### config.mk
export PLATFORM = sky130hd
export DESIGN_NAME = logic_unit_serial
export DESIGN_NICKNAME = d
export VERILOG_FILES = /design/src/rtl/logic_unit_serial.sv
export SDC_FILE = /design/constraint.sdc
export NUM_CORES = 1
export LEC_CHECK = 0
export ABC_AREA = 1
export CAP_MARGIN = 40
export CORE_MARGIN = 2
export CORE_UTILIZATION = 40
export DETAILED_ROUTE_END_ITERATION = 12
export GPL_TIMING_DRIVEN = 0
export HOLD_SLACK_MARGIN = 0.08
export PLACE_DENSITY = 0.7
export SYNTH_ARGS = -nofsm -noshare
export SYNTH_HDL_FRONTEND = slang
export SYNTH_SLANG_ARGS = --single-unit
export TNS_END_PERCENT = 100
### constraint.sdc
create_clock -name clk -period 3.8 [get_ports clk]
set_clock_uncertainty 0.1 [all_clocks]
set_input_delay 0.57 -clock clk [delete_from_list [all_inputs] [get_ports clk]]
set_output_delay 0.57 -clock clk [all_outputs]
set_load 0.02 [all_outputs]
### src/rtl/logic_unit_serial.sv
// Bitwise logic unit that evaluates a 16-bit operation four bits per cycle.
// Optional zero/parity outputs are built when LOGIC_UNIT_FLAGS_EN is defined.
module logic_unit_serial #(
  parameter int WIDTH = 16,
  parameter int SLICE = 4
) (
  input  logic             clk,
  input  logic             rst_n,
  input  logic             in_valid,
  output logic             in_ready,
  input  logic [2:0]       in_op,
  input  logic [WIDTH-1:0] in_a,
  input  logic [WIDTH-1:0] in_b,
  output logic             out_valid,
  input  logic             out_ready,
  output logic [WIDTH-1:0] out_result,
  output logic             out_err,
`ifdef LOGIC_UNIT_FLAGS_EN
  output logic             out_zero,
  output logic             out_parity,
`endif
  output logic [1:0]       o_dbg_state
);

  // Handshakes: a transfer happens on a rising edge where valid and ready are
  // both 1; valid, once raised, holds its payload stable until that edge.

  localparam int NSLICE = WIDTH / SLICE;
  localparam int CW     = $clog2(NSLICE);
  localparam logic [CW-1:0] LAST_SLICE = CW'(NSLICE - 1);

  typedef enum logic [1:0] {
    S_IDLE = 2'd0,
    S_BUSY = 2'd1,
    S_DONE = 2'd2
  } state_t;

  state_t           r_state;
  state_t           w_next;
  logic [2:0]       r_op;
  logic [WIDTH-1:0] r_a;
  logic [WIDTH-1:0] r_b;
  logic [WIDTH-1:0] r_result;
  logic [CW-1:0]    r_cnt;
  logic             r_err;
  logic [SLICE-1:0] w_sa;
  logic [SLICE-1:0] w_sb;
  logic [SLICE-1:0] w_slice;
  logic [WIDTH-1:0] w_result_next;
  logic             w_last;
`ifdef LOGIC_UNIT_FLAGS_EN
  logic             r_zero;
  logic             r_parity;
`endif

  function automatic logic [SLICE-1:0] op_eval(input logic [2:0] op,
                                                input logic [SLICE-1:0] a,
                                                input logic [SLICE-1:0] b);
    logic [SLICE-1:0] r;
    case (op)
      3'd0:    r = a & b;
      3'd1:    r = a | b;
      3'd2:    r = a ^ b;
      3'd3:    r = ~a;
      3'd4:    r = ~(a & b);
      3'd5:    r = ~(a | b);
      3'd6:    r = ~(a ^ b);
      default: r = '0;
    endcase
    return r;
  endfunction

  always_ff @(posedge clk or negedge rst_n) begin
    if (!rst_n) r_state <= S_IDLE;
    else        r_state <= w_next;
  end

  always_comb begin
    w_next = r_state;
    case (r_state)
      S_IDLE:  if (in_valid) w_next = S_BUSY;
      S_BUSY:  if (r_cnt == LAST_SLICE) w_next = S_DONE;
      S_DONE:  if (out_ready) w_next = S_IDLE;
      default: w_next = S_IDLE;
    endcase
  end

  always_comb begin
    w_sa          = r_a[r_cnt*SLICE +: SLICE];
    w_sb          = r_b[r_cnt*SLICE +: SLICE];
    w_slice       = op_eval(r_op, w_sa, w_sb);
    w_result_next = r_result;
    w_result_next[r_cnt*SLICE +: SLICE] = w_slice;
    w_last        = (r_state == S_BUSY) && (r_cnt == LAST_SLICE);
  end

  // Operands are latched at capture so input changes cannot reach the op in flight.
  always_ff @(posedge clk or negedge rst_n) begin
    if (!rst_n) begin
      r_op     <= '0;
      r_a      <= '0;
      r_b      <= '0;
      r_result <= '0;
      r_cnt    <= '0;
      r_err    <= 1'b0;
`ifdef LOGIC_UNIT_FLAGS_EN
      r_zero   <= 1'b0;
      r_parity <= 1'b0;
`endif
    end else begin
      case (r_state)
        S_IDLE: begin
          if (in_valid) begin
            r_op     <= in_op;
            r_a      <= in_a;
            r_b      <= in_b;
            r_result <= '0;
            r_cnt    <= '0;
            r_err    <= 1'b0;
`ifdef LOGIC_UNIT_FLAGS_EN
            r_zero   <= 1'b0;
            r_parity <= 1'b0;
`endif
          end
        end
        S_BUSY: begin
          r_result <= w_result_next;
          r_cnt    <= r_cnt + CW'(1);
          if (w_last) begin
            r_err    <= (r_op == 3'd7);
`ifdef LOGIC_UNIT_FLAGS_EN
            r_zero   <= (w_result_next == '0);
            r_parity <= ^w_result_next;
`endif
          end
        end
        default: ;
      endcase
    end
  end

  assign in_ready    = (r_state == S_IDLE);
  assign out_valid   = (r_state == S_DONE);
  assign out_result  = r_result;
  assign out_err     = r_err;
  assign o_dbg_state = r_state;
`ifdef LOGIC_UNIT_FLAGS_EN
  assign out_zero    = r_zero;
  assign out_parity  = r_parity;
`endif

endmodule

==> results of run 1 <==
## worst paths after layout
check                      startpoint             to  slack [ns]  cells after the start
min                             rst_n         r_a[4]        0.15                      1
max in group asynchronous       rst_n  out_result[5]        2.86                      2
max reg2reg                  r_cnt[0]  out_result[4]        1.26                     15
min reg2reg                    r_b[4]         r_b[4]        0.39                      2
max                          r_cnt[0]  out_result[4]        1.26                     15
min in group clk               r_b[4]         r_b[4]        0.39                      2
## kinds of logic after synthesis
logic type      after synthesis
simple gates                241
buf+inv                      62
flops                        56
compound gates               26
fa+ha+maj                    12
## metal layers
layer | wire length [um] | vias to the layer above | GRT usage, %
met1 | 3454 | 1257 | 24.75
met5 | 0 | - | 0
met4 | 133 | 0 | 5.682
met2 | 3295 | 72 | 30.78
met3 | 294 | 10 | 2.588
li1 | - | 1388 | -
## worst reg2reg max path: cells and delay by family (launching register included)
family,cells,cell delay (ns)
AOI/OAI and AO/OA,1,0.32
adders and majority gates,1,0.31
and+or+nand+nor,7,0.63
buffers and inverters,6,0.65
DFF,1,0.43
## cells in the mapped netlist
| cell | count | area (um2) |
|---|---|---|
| inv_1 | 40 | 150.1 |
| o21ai_1 | 5 | 25.02 |
| dfrtp_1 | 56 | 1401 |
| clkbuf_1 | 1 | 3.750 |
| nor2_1 | 11 | 41.29 |
| inv_2 | 3 | 11.26 |
| o31ai_1 | 1 | 7.510 |
| nand3_1 | 16 | 80.08 |
| o41ai_1 | 1 | 8.760 |
| buf_4 | 7 | 52.55 |
| o21ai_0 | 10 | 50.05 |
| a21oi_1 | 4 | 20.02 |
| o22ai_1 | 1 | 6.260 |
| nand4_1 | 25 | 156.4 |
| ha_1 | 12 | 150.1 |
| nand2_2 | 4 | 25.02 |
| nand3_2 | 4 | 40.04 |
| buf_6 | 2 | 22.52 |
| buf_2 | 9 | 45.04 |
| nor3_2 | 1 | 10.01 |
| nand2_1 | 179 | 671.9 |
| nor3_1 | 1 | 5.000 |
| a32oi_1 | 4 | 35.03 |
## registers in the layout (all words and copies together) (netlist names)
| name | cells |
|---|---|
| out_err | 1 |
| o_dbg_state | 2 |
| r_cnt | 2 |
| r_a | 16 |
| r_op | 3 |
| r_b | 16 |
| out_result | 16 |
## layout make-up
class,count,area [um2],share of cell area [%]
clock inverter,1,8.758,0.2285
multi-input combinational,279,1333,34.76
tap,99,123.9,3.231
inverter,43,161.4,4.210
clock buffer,7,76.32,1.991
buffer,19,123.9,3.231
timing repair buffer,60,605.6,15.80
sequential,56,1401,36.55
## report_power, final
part           switching [mW]  internal (mW)
clock                   0.199          0.133
combinational            1.18          0.693
sequential              0.153          0.845
total                    1.53           1.67
==> flow_summary.toml, run 1 <==
[global_routing]
grt_max_degree = 32
grt_pass1_wl_um = 12470
grt_pass1_vias = 2661
antenna_found_initial = 0
grt_usage_pct = 18.38
gr-total-overflow = 0

[routing]
drtPass1Iterations = 4
drt_iter0_markers = 114
avgViaCountPerCell = 4.835
num_vias = 2727
post-route-drc-count = 0
routed_wl_um = 7178
detail-route-antenna-nets = 0
routedWlPerCell_um = 12.73

[logic_synthesis]
synth-adder-area-share_pct = 4.973
synth-xor-area-share_pct = 0
syn-num-nets = 448
synth.area.mux_share_pct = 0
yosysWarningCount = 0
synth_compound_area_share_pct = 5.056
avgSynthCellArea_um2 = 7.605
yosysSeqAreaShare_pct = 46.42
syn_inst = 397
synth_top_family_by_area = "simple AND/OR/NAND/NOR gates"
ys_types = 23
ys_ff_latch = 56
synthSimpleGateAreaFrac_pct = 34.11
syn_area_um2 = 3019

[timing]
rsz0062_at_grt = "false"
hold-worst-slack_ns = 0.1496
clock.fmax_ghz = 0.3934
period_share_pct = 66.89
tightest_slew_ns = 0.5974
slew-limit-headroom_pct = 60.17
period_needed_ns = 2.542
setup_viol = 0
report.final.hold_viol_count = 0
fin_setup_tns_ns = 0
fin_ws_ns = 1.258
slew_violations = 0

[placement]
port_buffers = 59
gp_congestion = 0.8161
place_area_um2 = 3749
pre_cts_ws_ns = 1.250
dp_cells = 556
dp_hpwl_um = 5415

[clocking]
clk_pin_slew_ns = 0.10
cts-htree-levels = 2
cts.path.max_buffers = 2
numCtsBuffers = 5
cts_tree = "yes"
root_buffer = "clkbuf_8"
clk_latency_ns = 0.31
cts.sinks = 56
cts_hold_buf = 0
post_cts_buffers = 0
post_cts_resized = 0

[setup_path]
end_kind = "flop"
cp_slowest_cell = "dfrtp_1"
crit_path_cell_trace = "buf_6 -> inv_2 -> buf_6 -> buf_4 -> nand2_1 -> a32oi_1 -> inv_1 -> ha_1 -> inv_1 -> nand4_1 -> nand2_1 -> nor2_1 -> nand3_2 -> nand4_1 -> nand2_1"
worstPathArrival_ns = 2.64
critPathMostFrequentCell = "nand2_1"
slowest_delay_ns = 0.43
worstSetupPathType = "reg2reg"
crit_fanout = 11
crit_family = "buffers and inverters"
cp-start-kind = "flop"
cp.required_ns = 3.90
critPathBufInv = 6

[cells_and_area]
stdcell_count = 564
final_common_cell = "nand2_1"
fill_cells = 728
area_growth_pct = 26.98
utilization_pct = 52.57
final_cell_mix = "nand2_1 (179), clkdlybuf4s50_1 (58), dfrtp_1 (56)"
nets = 515
fin_area_um2 = 3834
drive_above_1_share_pct = 8.172
antennaDiodeCount = 0

[power_and_ir_drop]
p_total_mw = 3.203
p_leak_nw = 1.970
power_density_nw_per_um2 = 835.6
vdd_drop_max_v = 0.0002679

[hold_path]
hold_class = "in2async"

[status]
status = "complete, no violations"

[floorplan]
io_pins = 60
core_um2 = 7292
die_width_um = 90.88
die_y_um = 90.88
die-area_um2 = 8259
std_cell_rows = 31
start_util_pct = 41.40

[flow_run]
drv_cap = 0
Note: power is estimated with default switching activity, not from simulation.
==> inputs of run 2 (changes only) <==
--- a/config.mk
+++ b/config.mk
@@ -12,7 +12,7 @@
 export DETAILED_ROUTE_END_ITERATION = 12
 export GPL_TIMING_DRIVEN = 0
 export HOLD_SLACK_MARGIN = 0.08
-export PLACE_DENSITY = 0.7
+export PLACE_DENSITY = 0.72
 export SYNTH_ARGS = -nofsm -noshare
 export SYNTH_HDL_FRONTEND = slang
 export SYNTH_SLANG_ARGS = --single-unit
==> constraint.sdc (replaced) <==
create_clock -name clk -period 2.3 [get_ports clk]
set_clock_uncertainty 0.1 [all_clocks]
set_input_delay 0.345 -clock clk [delete_from_list [all_inputs] [get_ports clk]]
set_output_delay 0.345 -clock clk [all_outputs]
set_load 0.02 [all_outputs]
==> run 2 against run 1 <==
  * Via count rose by 4.9%
  * Final area rose by 9.3%
  * Clock power rose by 100%
  * Die area did not move
  * Power rose by 93%
  * Global-route usage rose by 1.2 points
  * Utilization rose by 4.9 points
  * Clock-buffer cell count fell by 2
  * First-iteration DRC count rose by 11%
  * Critical path depth fell by 1
  * Sequential share of layout area fell by 3.1 points
  * Largest cell class is now multi-input combinational cells
  * Largest power group unchanged
==> flow_summary.toml, run 2 (synthesized netlist as in run 1, its figures left out) <==
[routing]
detail-route-antenna-nets = 0
avgViaCountPerCell = 4.931
drtPass1Iterations = 4
routed_wl_um = 7757
drt_iter0_markers = 126
post-route-drc-count = 0
num_vias = 2860
routedWlPerCell_um = 13.37

[setup_path]
crit_fanout = 9
cp-start-kind = "flop"
end_kind = "flop"
cp.required_ns = 2.41
worstPathArrival_ns = 2.32
worstSetupStartpoint = "r_cnt[0]"
worstSetupPathType = "reg2reg"
worstReg2RegStart = "r_cnt[0]"

[power_and_ir_drop]
switching_share_pct = 46.12
power_density_nw_per_um2 = 1477
combPwrFrac_pct = 62.0
switching_power_mw = 2.853
p_leak_nw = 2.106
vdd_drop_max_v = 0.0005905
p_clk_share_pct = 10.8
internal_power_mw = 3.333
seqPwrFrac_pct = 27.2

[global_routing]
grt_usage_pct = 19.58
grt_pass1_wl_um = 13170
grt_max_degree = 33
antenna_found_initial = 0
gr-total-overflow = 0
grt_pass1_vias = 2831

[floorplan]
core_um2 = 7292
std_cell_rows = 31
io_pins = 60
die_width_um = 90.88
die_y_um = 90.88
die-area_um2 = 8259
start_util_pct = 41.40

[cells_and_area]
fill_cells = 696
utilization_pct = 57.45
antennaDiodeCount = 0
final_cell_mix = "nand2_1 (172), clkdlybuf4s50_1 (58), dfrtp_1 (55)"
fin_area_um2 = 4189
nets = 531
drive_above_1_share_pct = 16.84
final_common_cell = "nand2_1"
area_growth_pct = 38.75

[timing]
tightest_slew_ns = 0.5962
report.final.hold_viol_count = 0
clock.fmax_ghz = 0.4525
slew_violations = 0
period_needed_ns = 2.210
setup_viol = 0
period_share_pct = 96.08
slew-limit-headroom_pct = 60.25
rsz0062_at_grt = "true"

[flow_run]
drv_cap = 0

[clocking]
cts.sinks = 56
cts-htree-levels = 2
cts.path.max_buffers = 2
numCtsBuffers = 5
clk_latency_ns = 0.32
cts_tree = "yes"
clk_pin_slew_ns = 0.10
root_buffer = "clkbuf_8"

[placement]
dp_hpwl_um = 5588
gp_congestion = 0.8163
place_area_um2 = 3749
port_buffers = 59

[hold_path]
hp-start = "out_result[4]"
hold_class = "reg2reg"

[status]
status = "complete, no violations"
run 2: cell count changes in the layout (fill, tap and decap cells not counted), sizes merged:
cell,previous run,this run
buf,20,35
bufinv,0,1
clkbuf,8,6
dlygate4sd3,0,1
inv,43,44
run 2: final timing paths:
check | end | slack (ns) | depth (start not counted)
max in group asynchronous | r_cnt[1] | 1.05 | 3
max reg2reg | out_result[5] | 0.09 | 14
min | out_result[4] | 0.39 | 2
min reg2reg | out_result[4] | 0.39 | 2
min in group asynchronous | r_a[7] | 0.46 | 2
max | out_result[5] | 0.09 | 14
run 2: routing by layer:
metal	track usage, %	routed length, um	part of all wire [%]
met5	0	0	0
met4	6.439	116	1.5
met3	3.172	354	4.6
met2	34.58	3832	49
met1	24.40	3454	45
run 2: final cells by class:
type | count | area (um2) | share of cell area (%)
Multi-Input combinational cell | 279 | 1481 | 35.36
Sequential cell | 56 | 1403 | 33.48
Timing Repair Buffer | 77 | 739.5 | 17.65
Inverter | 43 | 171.4 | 4.092
Buffer | 18 | 155.1 | 3.704
Tap cell | 99 | 123.9 | 2.957
Clock buffer | 5 | 68.82 | 1.643
Clock inverter | 3 | 46.29 | 1.105
run 2: metrics by stage:
step	setup TNS, ns	hold WS, ns	worst slack [ns]	instances	total power [mW]
after global routing	-0.1728	0.4145	-0.04112	580	6.760
after CTS	-0.01531	0.3941	-0.01394	573	5.870
final	0	0.3926	0.09011	580	6.186
after floorplan	0	-0.05059	0.1985	397	3.796
after global placement	-52.35	0.3631	-0.8883	555	4.711
after detailed placement	-3.334	0.2800	-0.2914	556	4.770
run 2: critical path: stages (launching register included):
cell and delay (ns):
dfrtp_1 0.40, buf_6 0.15, buf_8 0.13, buf_8 0.10, a21oi_2 0.04, a32oi_2 0.24
inv_2 0.08, ha_4 0.27, inv_1 0.04, nand4_1 0.06, nand2_1 0.08, nor2_2 0.12
nand3_2 0.12, nand4_1 0.11, nand2_1 0.06
run 2: power groups by stage:
| stage | logic, mW | registers (mW) | clock network (mW) |
|---|---|---|---|
| 2_1_floorplan | 2.07 | 1.73 | 0 |
| 3_3_place_gp | 3.05 | 1.66 | 0 |
| 3_5_place_dp | 3.10 | 1.67 | 0 |
| 4_1_cts | 3.52 | 1.66 | 0.688 |
| 5_1_grt | 4.31 | 1.73 | 0.718 |
| 6_report | 3.83 | 1.68 | 0.670 |
run 2: repair_timing:
| action | 4_1_cts | 5_1_grt |
|---|---|---|
| resized for setup | 27 | 24 |
| pin swaps | 12 | 24 |
| hold endpoints to repair | 24 | 0 |
| endpoints found under the setup margin | 16 | 16 |
| hold buffers | 1 | 0 |
| buffers inserted | 8 | 8 |
